[src/rtl/mc6502_serial_accumulator.sv]
// mc6502_serial_accumulator
// Multi-byte 6502-style ADC/SBC engine. Processes one byte per clock, LSB
// first, and chains the carry between bytes. Produces N/Z/C/V for the whole
// word. Driven by an i_start / o_done handshake.
//
// Build option: define MC6502_DECIMAL_EN to build the BCD correction path.
// Without it, i_d is ignored and every operation is binary.
//
// state | meaning
// ------+--------------------------------------------------------------
// IDLE  | after reset, waiting for i_start
// RUN   | one byte per edge, index r_k = 0 .. BYTES-1
// DONE  | result held on o_a/flags, new i_start accepted

module mc6502_serial_accumulator #(
  parameter int BYTES = 2
) (
  input  logic                 clk,
  input  logic                 rst,
  input  logic                 i_start,
  input  logic [8*BYTES-1:0]   i_a,
  input  logic [8*BYTES-1:0]   i_m,
  input  logic                 i_c,
  input  logic                 i_d,
  input  logic                 i_s,
  output logic                 o_busy,
  output logic                 o_done,
  output logic [8*BYTES-1:0]   o_a,
  output logic                 o_n,
  output logic                 o_z,
  output logic                 o_c,
  output logic                 o_v
);

  localparam int W  = 8 * BYTES;
  localparam int KW = (BYTES > 1) ? $clog2(BYTES) : 1;
  localparam logic [KW-1:0] K_LAST = KW'(BYTES - 1);

  typedef enum logic [1:0] {
    IDLE = 2'd0,
    RUN  = 2'd1,
    DONE = 2'd2
  } state_t;

  state_t          r_state;
  state_t          w_next;
  logic            w_accept;
  logic            w_last;

  logic [W-1:0]    r_a;
  logic [W-1:0]    r_m;
  logic [W-1:0]    r_res;
  logic            r_c;
  logic            r_s;
  logic [KW-1:0]   r_k;

  logic [7:0]      w_op;
  logic [8:0]      w_bin;
  logic [7:0]      w_byte;
  logic            w_cout;
  logic            w_ovf;
  logic [W-1:0]    w_res_next;

`ifdef MC6502_DECIMAL_EN
  logic            r_d;
  logic [4:0]      w_lo;
  logic [4:0]      w_hi;
  logic            w_half;
`else
  logic            w_unused_d;
  assign w_unused_d = i_d;
`endif

  // State register
  always_ff @(posedge clk) begin
    if (rst) r_state <= IDLE;
    else     r_state <= w_next;
  end

  // Next-state decode: start is only honoured outside RUN
  always_comb begin
    w_next   = r_state;
    w_accept = 1'b0;
    w_last   = 1'b0;
    case (r_state)
      IDLE, DONE: begin
        if (i_start) begin
          w_accept = 1'b1;
          w_next   = RUN;
        end
      end
      RUN: begin
        if (r_k == K_LAST) begin
          w_last = 1'b1;
          w_next = DONE;
        end
      end
      default: w_next = IDLE;
    endcase
  end

  assign o_busy = (r_state == RUN);

  // Per-byte adder: binary sum always formed, it also feeds the V flag
  always_comb begin
    w_op   = r_s ? ~r_m[7:0] : r_m[7:0];
    w_bin  = {1'b0, r_a[7:0]} + {1'b0, w_op} + {8'd0, r_c};
    w_byte = w_bin[7:0];
    w_cout = w_bin[8];
    w_ovf  = (r_a[7] == w_op[7]) && (w_bin[7] != r_a[7]);
`ifdef MC6502_DECIMAL_EN
    w_lo   = 5'd0;
    w_hi   = 5'd0;
    w_half = 1'b0;
    if (r_d) begin
      if (!r_s) begin
        // Nibble-wise decimal add; 5-bit sums keep the raw nibble carry
        w_lo   = {1'b0, r_a[3:0]} + {1'b0, r_m[3:0]} + {4'd0, r_c};
        w_half = (w_lo > 5'd9);
        w_hi   = {1'b0, r_a[7:4]} + {1'b0, r_m[7:4]} + {4'd0, w_half};
        w_cout = (w_hi > 5'd9);
        w_byte = {w_hi[3:0] + (w_cout ? 4'd6 : 4'd0),
                  w_lo[3:0] + (w_half ? 4'd6 : 4'd0)};
      end else begin
        // Decimal subtract corrects the binary difference per nibble;
        // carry stays the binary no-borrow
        w_lo   = {1'b0, r_a[3:0]} + {1'b0, ~r_m[3:0]} + {4'd0, r_c};
        w_half = ~w_lo[4];
        w_byte = {w_bin[7:4] - (w_bin[8] ? 4'd0 : 4'd6),
                  w_bin[3:0] - (w_half ? 4'd6 : 4'd0)};
      end
    end
`endif
  end

  // Result bytes enter at the top so byte 0 ends up at the bottom
  assign w_res_next = (r_res >> 8) | (W'(w_byte) << (W - 8));

  // Operand/result datapath and registered outputs
  always_ff @(posedge clk) begin
    if (rst) begin
      r_a    <= '0;
      r_m    <= '0;
      r_res  <= '0;
      r_c    <= 1'b0;
      r_s    <= 1'b0;
      r_k    <= '0;
      o_done <= 1'b0;
      o_a    <= '0;
      o_n    <= 1'b0;
      o_z    <= 1'b0;
      o_c    <= 1'b0;
      o_v    <= 1'b0;
`ifdef MC6502_DECIMAL_EN
      r_d    <= 1'b0;
`endif
    end else begin
      o_done <= w_last;
      if (w_accept) begin
        r_a   <= i_a;
        r_m   <= i_m;
        r_c   <= i_c;
        r_s   <= i_s;
        r_k   <= '0;
        r_res <= '0;
`ifdef MC6502_DECIMAL_EN
        r_d   <= i_d;
`endif
      end else if (r_state == RUN) begin
        r_a   <= r_a >> 8;
        r_m   <= r_m >> 8;
        r_c   <= w_cout;
        r_k   <= r_k + 1'b1;
        r_res <= w_res_next;
        if (w_last) begin
          o_a <= w_res_next;
          o_n <= w_res_next[W-1];
          o_z <= (w_res_next == '0);
          o_c <= w_cout;
          o_v <= w_ovf;
        end
      end
    end
  end

endmodule

[config.mk]
export PLATFORM = sky130hd
export DESIGN_NAME = mc6502_serial_accumulator
export DESIGN_NICKNAME = d
export VERILOG_FILES = /design/src/rtl/mc6502_serial_accumulator.sv
export SDC_FILE = /design/constraint.sdc
export NUM_CORES = 1
export LEC_CHECK = 0
export CAP_MARGIN = 20
export CORE_ASPECT_RATIO = 0.8
export CORE_UTILIZATION = 40
export DETAILED_ROUTE_END_ITERATION = 16
export GPL_TIMING_DRIVEN = 0
export HOLD_SLACK_MARGIN = 0.02
export PLACE_DENSITY = 0.71
export SLEW_MARGIN = 20
export SYNTH_ARGS = -nofsm -noshare
export SYNTH_HDL_FRONTEND = slang
export SYNTH_SLANG_ARGS = --single-unit
[constraint.sdc]
create_clock -name clk -period 3.2 [get_ports clk]
set_input_delay 0.96 -clock clk [delete_from_list [all_inputs] [get_ports clk]]
set_output_delay 0.96 -clock clk [all_outputs]
set_load 0.05 [all_outputs]
==> results.cfg, run 1 <==
[run_status]
outcome = finished, final reports clean

[die]
die_height_um = 76.1
row_count = 26
ioPinCount = 60
initial_core_util_pct = 42.2
core-area_mm2 = 0.00651
die_w_um = 94.6
die-area_mm2 = 0.00720

[routing]
avgRoutedWirePerCell_um = 13.7
viasPerCell = 5.04
vias = 2367
wirelength_um = 6430
drt_iter0_drc = 114
first_pass_iters = 4
drtAntennaViolNets = 0
drc_errors = 0

[placed_design]
hpwl_um = 4800
gp_congestion = 0.859
port_buffers = 58

[power]
power.leakage_nw = 1.38
power.total_w = 0.00197
ir_drop_v = 0.000275
p_per_area_mw_per_mm2 = 539

[synthesis]
synthCells = 312
synth-compound-area-share_pct = 21.5
synthFlopType = dfxtp_1
syn_area_mm2 = 0.00275
synth_xor_area_share_pct = 5.10
synthMuxAreaShare_pct = 0.364
synthAdderAreaFrac_pct = 4.65
ys_seq_area_share_pct = 47.4
synth.avg_cell_area_um2 = 8.80
synth_nets = 359
yosys.area.top_type = dfxtp_1
ys_ff_latch = 65
synth_top_area_share_pct = 47.4
synth_top_family_by_area = compound AO/OA/AOI/OAI gates
yosysUniqueCellTypes = 40
async_reset_ff_share_pct = 0
synthTopCellsByArea = dfxtp_1 47%, a22oi_1 9.0%, nand2_1 7.5%
synth_edf_count = 0
synthSimpleGateAreaFrac_pct = 16.1
synth_warnings = 0

[timing]
finalSetupTns_ns = 0
slew_headroom_pct = 65.1
final.period_utilization_pct = 95.4
fin_crit_ns = 3.05
rsz0062_at_grt = false
slew_violations = 0
finClkSkew_ns = 0.0124
tightest_slew_ns = 0.523
final-hold-violation-count = 0
timing.fmax_mhz = 327
setup_viol = 0

[global_route]
antenna_found_initial = 0
grt_use_total_pct = 20.0
grt_max_degree = 13
grt_pass1_vias = 2315
grt_remaining_overflow = 0
grt_pass1_wl_um = 11000

[hold_path]
hold_class = register to register

[final_layout]
syn2layout_area_growth_pct = 32.9
drive_gt1_share_pct = 9.84
diodes = 0
layout.nets = 428

[cts]
max-clock-path-buffers = 2
htreeDepth = 3
cts_made_buffers = 9
cts.reportedPaths.clkPinSlew_ns = 0.07
cts_sinks = 65
hold_buffers = 0
insertion_delay_ns = 0.35
root_buffer = clkbuf_8
cts_tree = done
cts_setup_buffers = 0

[setup_path]
required_ns = 2.24
cp_common_cell = buf_2
cp.arrival_ns = 2.09
endpoint_kind = output port
path_max_fanout = 10
cp_slowest_cell = dlygate4sd2_1
crit_path_start_kind = register
path_cells = nand2b_1 -> buf_2 -> inv_2 -> buf_2 -> buf_2 -> dlygate4sd2_1
slowest_delay_ns = 0.55
crit_type = register to output port

[job]
cap_violations = 0
flip-flops by register name, summed over array words and instances (netlist names):
register and cells:
r_k 1, r_c 1, r_res 8, o_v 1
r_s 1, o_done 1, r_a 16, o_a 16
o_z 1, r_state 2, r_m 16, o_c 1
cell type report:
cell class | instances | area [um2]
Sequential cell | 65 | 1300
Multi-Input combinational cell | 218 | 1310
Clock inverter | 7 | 95.1
Buffer | 23 | 110
Timing Repair Buffer | 58 | 579
Tap cell | 84 | 105
Clock buffer | 9 | 124
Fill cell | 618 | 2860
Inverter | 6 | 22.5
cell usage after synthesis (2+ instances only):
| cell | count |
|---|---|
| a211oi_1 | 5 |
| clkbuf_1 | 10 |
| o21ai_2 | 2 |
| nor2_1 | 30 |
| fa_1 | 2 |
| a21oi_1 | 37 |
| nand3b_1 | 2 |
| o22ai_1 | 2 |
| dfxtp_1 | 65 |
| xnor2_1 | 5 |
| a22oi_1 | 33 |
| ha_1 | 7 |
| a21o_1 | 3 |
| nand2b_1 | 3 |
| inv_1 | 5 |
| nor2b_1 | 2 |
| buf_2 | 10 |
| nand2_1 | 55 |
| nor4_1 | 3 |
| xor2_1 | 11 |
repair_timing:
action | in CTS | in global routing
endpoints found under the setup margin | 1 | 0
hold endpoints to repair | 0 | 0
gates resized for setup | 1 | 0
power by group:
part           internal, W  total (W)  switching, W
Clock             0.000438   0.000760      0.000322
Sequential        0.000849   0.000874     0.0000252
Combinational     0.000143   0.000334      0.000191
Total              0.00143    0.00197      0.000538
layer usage:
| layer | up-vias | GRT usage (%) | routed length (um) | share of wire [%] |
|---|---|---|---|---|
| met2 | 58 | 31.5 | 2900 | 45 |
| met1 | 1089 | 25.8 | 3130 | 49 |
| li1 | 1210 | - | - | - |
| met5 | - | 0 | 0 | 0 |
| met4 | 0 | 8.64 | 116 | 1.8 |
| met3 | 10 | 4.89 | 284 | 4.4 |
worst paths after layout:
kind,start,end,slack [ns],depth (start not counted)
min,o_a[7],o_a[7],0.46,2
max,r_state[1],o_busy,0.15,6
max reg2reg,r_s,o_z,0.23,10
min reg2reg,o_a[7],o_a[7],0.46,2
critical path: cells and delay by family, from the launching register on:
| kind | cells | cell delay (ns) |
|---|---|---|
| and+or+nand+nor | 1 | 0.13 |
| buffers and inverters | 5 | 1.31 |
| DFF | 1 | 0.31 |
metrics by stage:
stage / setup slack (ns) / area, um2 / utilization (%) / std cells / hold slack [ns]
floorplan: 0.565 / 2750 / - / 312 / 0.431
global placement: 0.256 / 3430 / 52.8 / 454 / 0.442
detailed placement: 0.221 / 3430 / 52.8 / 454 / 0.448
CTS: 0.144 / 3650 / 56.1 / 470 / 0.458
global route: 0.0255 / 3650 / 56.1 / 470 / 0.484
finish: 0.146 / 3650 / 56.1 / 470 / 0.456
placed cells by master (no fill, tap or decap), types with 3 or more instances in the layout:
| master | Yosys | final |
|---|---|---|
| ha_1 | 7 | 7 |
| buf_2 | 10 | 10 |
| inv_1 | 5 | 5 |
| clkdlybuf4s50_1 | 0 | 57 |
| a22oi_1 | 33 | 33 |
| nor2_1 | 30 | 30 |
| nor4_1 | 3 | 3 |
| clkbuf_1 | 10 | 10 |
| nand2b_1 | 3 | 3 |
| a21o_1 | 3 | 3 |
| a211oi_1 | 5 | 5 |
| a21oi_1 | 37 | 37 |
| xor2_1 | 11 | 11 |
| xnor2_1 | 5 | 5 |
| clkbuf_8 | 0 | 9 |
| dfxtp_1 | 65 | 65 |
| nand2_1 | 55 | 55 |
logic make-up after synthesis:
| group | count (synthesis) |
|---|---|
| simple gates | 103 |
| mux | 1 |
| buf+inv | 29 |
| fa+ha+maj | 9 |
| xor+xnor | 16 |
| flops | 65 |
| compound gates | 89 |
(Power assumes the default switching activity.)
==> run 2: changes to the inputs <==
- DONT_BUFFER_PORTS: default -> 1
- PLACE_DENSITY: 0.71 -> default
==> run 2 against run 1 <==
Net effect: clock-buffer cell count did not move; non-clock buffer count decreased by 59; clock power down 21%; total power is 11% lower; combinational power fell by 19%; setup slack improved by 0.15 ns; core utilization decreased by 9.7 points; sequential share of layout area is 7.4 points higher; largest power group unchanged; highest routed layer unchanged.
==> results.cfg, run 2 (synthesis gave the netlist of run 1 again) <==
[timing]
setup_viol = 0
finalSetupTns_ns = 0
slew_violations = 0
tightest_slew_ns = 0.582
slew_headroom_pct = 61.2
finClkSkew_ns = 0.00795
final-hold-violation-count = 0
timing.fmax_mhz = 345
final.period_utilization_pct = 90.6
fin_crit_ns = 2.90
rsz0062_at_grt = false

[placed_design]
placed_cells = 396
hpwl_um = 4650
place_area_mm2 = 0.00285
gp_congestion = 0.784
port_buffers = 0

[routing]
avgRoutedWirePerCell_um = 15.6
drt_iter0_drc = 84
wirelength_um = 6400
vias = 2197
first_pass_iters = 5
viasPerCell = 5.35
drc_errors = 0
drtAntennaViolNets = 0

[setup_path]
crit_type = register to register
cp_top_family = adder cells
cp_slowest_cell = dfxtp_1
required_ns = 3.44
crit_path_start_kind = register
path_max_fanout = 9
slowest_delay_ns = 0.62
cp.arrival_ns = 3.14
path_cells = xnor2_1 -> fa_1 -> fa_1 -> nand2b_1 -> a21oi_1 -> a31oi_1 -> xnor2_1 -> nor4_1 -> a31o_1
path_buf_inv = 0
endpoint_kind = register

[final_layout]
fin_util_pct = 46.4
final_cell_mix = 65 x dfxtp_1, 55 x nand2_1, 37 x a21oi_1, 33 x a22oi_1, 30 x nor2_1
layout.nets = 369
syn2layout_area_growth_pct = 9.93
drive_gt1_share_pct = 11.6
diodes = 0
finalInstanceArea_mm2 = 0.00302
final_cells = 411
top_regs = o_a: 16 flops, r_a: 16 flops, r_m: 16 flops
final_common_cell = dfxtp_1

[cts]
insertion_delay_ns = 0.34
cts_made_buffers = 9
cts.reportedPaths.clkPinSlew_ns = 0.07
hold_buffers = 0
cts_tree = done
root_buffer = clkbuf_8
htreeDepth = 3
max-clock-path-buffers = 2
ctsResizeCount = 0
cts_setup_buffers = 0
cts_sinks = 65

[power]
power.leakage_nw = 1.14
p_per_area_mw_per_mm2 = 582
ir_drop_v = 0.000360

[global_route]
grt_pass1_wl_um = 10400
grt_pass1_vias = 2047
grt_remaining_overflow = 0
grt_max_degree = 13
grt_use_total_pct = 19.0
antenna_found_initial = 0

[die]
die_w_um = 94.6
die_height_um = 76.1
row_count = 26
core-area_mm2 = 0.00651
ioPinCount = 60
die-area_mm2 = 0.00720
initial_core_util_pct = 42.2

[hold_path]
hold_class = register to register

[job]
cap_violations = 0

[run_status]
outcome = finished, final reports clean
run 2: cell count changes in the layout (fill, tap and decap cells not counted), sizes merged:
cell,delta
clkinv,+1
dlygate4sd2,-1
clkbuf,-1
clkdlybuf4s50,-57
clkinvlp,+1
bufinv,-2
run 2: routing by layer:
metal  track usage (%)  wire length [um]  share of wire [%]
met2              27.1              2720                 42
met4              5.91                57               0.89
met3              6.69               463                7.2
met5                 0                 0                  0
met1              26.6              3160                 49
run 2: layout make-up:
| type | instances | area (um2) |
|---|---|---|
| fill | 660 | 3490 |
| sequential | 65 | 1300 |
| inverter | 6 | 22.5 |
| clock buffer | 9 | 124 |
| clock inverter | 7 | 47.5 |
| tap | 84 | 105 |
| multi-input combinational | 218 | 1310 |
| buffer | 22 | 106 |
run 2: final timing paths:
check                           startpoint         end  slack, ns  cells after the start
worst max-delay path                   r_s         o_z       0.30                      9
worst min register to register  r_state[1]  r_state[1]       0.45                      2
worst max register to register         r_s         o_z       0.30                      9
worst min-delay path            r_state[1]  r_state[1]       0.45                      2
run 2: where the power goes:
group	switching [W]	internal [W]
clock network	0.000323	0.000279
registers	0.0000390	0.000848
logic	0.000171	0.0000983
run 2: stage by stage:
stage / worst slack [ns] / hold slack, ns / total power [W]
4_1_cts: 0.165 / 0.453 / 0.00178
3_3_place_gp: 0.175 / 0.440 / 0.00117
5_1_grt: 0.111 / 0.482 / 0.00186
6_report: 0.301 / 0.453 / 0.00176
2_1_floorplan: 0.565 / 0.431 / 0.00111
3_5_place_dp: 0.183 / 0.443 / 0.00118
run 2: worst min-delay path, cell delays in order, from the launching register on:
cell	delay, ns
dfxtp_1	0.31
nand2_1	0.05
a21oi_1	0.05
==> run 3: changes to the inputs <==
- CORE_UTILIZATION: 40 -> 45
==> run 3 against run 2 <==
Net effect: maximum frequency decreased by 2.0%; hold slack worse by 0.0029 ns; first-iteration DRC count rose by 71%; clock power up 1%; global-route usage is 1.8 points higher; core utilization is 4.6 points higher; register-to-register slack worse by 0.06 ns; critical path type unchanged; largest power group unchanged.
==> results.cfg, run 3 (synthesis gave the netlist of run 1 again) <==
[run_status]
outcome = finished, final reports clean

[setup_path]
cp_slowest_cell = dfxtp_1
endpoint_kind = register
reg2regPathDepth = 9
cp.arrival_ns = 3.19
required_ns = 3.43
crit_type = register to register
slowest_delay_ns = 0.64
path_max_fanout = 9
timing.rr.end = o_z
path_cells = xnor2_1 -> fa_1 -> fa_1 -> nand2b_1 -> a21oi_1 -> a31oi_1 -> xnor2_1 -> nor4_1 -> a31o_1
crit_path_start_kind = register
reg2reg_slack_ns = 0.24
r2r-start = r_s

[global_route]
antenna_found_initial = 0
grt_pass1_wl_um = 9830
grt_pass1_vias = 2052
grt_use_total_pct = 20.8
grt_max_degree = 11
grt_remaining_overflow = 0

[placed_design]
placed_cells = 393
gp_congestion = 0.800
port_buffers = 0
hpwl_um = 4640
place_area_mm2 = 0.00285

[cts]
cts.reportedPaths.clkPinSlew_ns = 0.07
max-clock-path-buffers = 2
insertion_delay_ns = 0.33
cts_setup_buffers = 0
hold_buffers = 0
cts_sinks = 65
root_buffer = clkbuf_8
cts_made_buffers = 9
htreeDepth = 3
cts_tree = done
ctsResizeCount = 0

[power]
p_per_area_mw_per_mm2 = 585
power.leakage_nw = 1.14
ir_drop_v = 0.000315

[job]
cap_violations = 0

[timing]
finalSetupTns_ns = 0
final.period_utilization_pct = 92.4
setup_viol = 0
timing.fmax_mhz = 338
rsz0062_at_grt = false
final-hold-violation-count = 0
slew_violations = 0
tightest_slew_ns = 0.532
slew_headroom_pct = 64.5
finClkSkew_ns = 0.00595
fin_crit_ns = 2.96

[die]
die-area_mm2 = 0.00642
ioPinCount = 60
die_w_um = 89.3
initial_core_util_pct = 46.5
die_height_um = 71.9
core-area_mm2 = 0.00591
row_count = 25

[routing]
vias = 2188
viasPerCell = 5.36
first_pass_iters = 4
drtAntennaViolNets = 0
wirelength_um = 6180
drc_errors = 0
drt_iter0_drc = 144
avgRoutedWirePerCell_um = 15.1

[hold_path]
min_from = r_state[1]
hold_class = register to register
min_delay_path_depth = 2
holdPathEnd = r_state[1]

[final_layout]
final_cells = 408
drive_gt1_share_pct = 11.0
syn2layout_area_growth_pct = 9.89
fin_util_pct = 51.0
finalInstanceArea_mm2 = 0.00302
final_common_cell = dfxtp_1
layout.nets = 369
final_cell_mix = 65 x dfxtp_1, 55 x nand2_1, 37 x a21oi_1, 33 x a22oi_1, 30 x nor2_1
top_regs = o_a: 16 flops, r_a: 16 flops, r_m: 16 flops
diodes = 0
==> run 3: cell count changes in the layout (fill, tap and decap cells not counted) <==
| cell | before | now |
|---|---|---|
| clkbuf_8 | 9 | 11 |
| clkinv_4 | 2 | 0 |
| clkinvlp_4 | 2 | 0 |
| clkbuf_1 | 9 | 11 |
==> run 3: metrics by stage <==
step / setup slack [ns] / hold slack, ns / power, W
3_5_place_dp: 0.0977 / 0.443 / 0.00117
5_1_grt: 0.0534 / 0.482 / 0.00186
4_1_cts: 0.0874 / 0.452 / 0.00179
6_report: 0.242 / 0.450 / 0.00177
2_1_floorplan: 0.565 / 0.431 / 0.00111
3_3_place_gp: 0.0932 / 0.439 / 0.00117
==> run 3: where the power goes <==
part           leakage [nW]  switching, W  total, W  internal, W
clock                0.0932      0.000289  0.000609     0.000320
combinational         0.520      0.000169  0.000268    0.0000990
sequential            0.530     0.0000390  0.000888     0.000849
total                  1.14      0.000497   0.00177      0.00127
==> run 3: worst max path at each step <==
stage / startpoint / to / slack, ns / depth (start not counted)
2_1_floorplan: r_s / o_z / 0.56 / 10
3_3_place_gp: r_s / o_z / 0.09 / 10
3_5_place_dp: r_s / o_z / 0.1 / 10
4_1_cts: r_s / o_z / 0.09 / 10
5_1_grt: r_s / o_z / 0.05 / 9
6_report: r_s / o_z / 0.24 / 9
==> run 3: cell type report <==
| type | count | area, um2 |
|---|---|---|
| Inverter | 6 | 22.5 |
| Clock inverter | 3 | 15.0 |
| Clock buffer | 13 | 159 |
| Sequential cell | 65 | 1300 |
| Multi-Input combinational cell | 218 | 1310 |
| Tap cell | 81 | 101 |
| Buffer | 22 | 106 |
| Fill cell | 564 | 2890 |
==> run 3: layer usage <==
layer	global-route usage, %	vias to the layer above	wire length (um)
met1	28.6	1030	3100
met2	30.6	59	2670
li1	-	1095	-
met3	7.37	4	383
met4	6.35	0	31
met5	0	-	0
==> run 3: worst max-delay path: cells and delay by family, from the launching register on <==
family / cells / cell delay (ns)
fa+ha+maj: 2 / 0.83
flops: 1 / 0.64
compound gates: 3 / 0.62
xor+xnor: 2 / 0.52
simple gates: 2 / 0.25
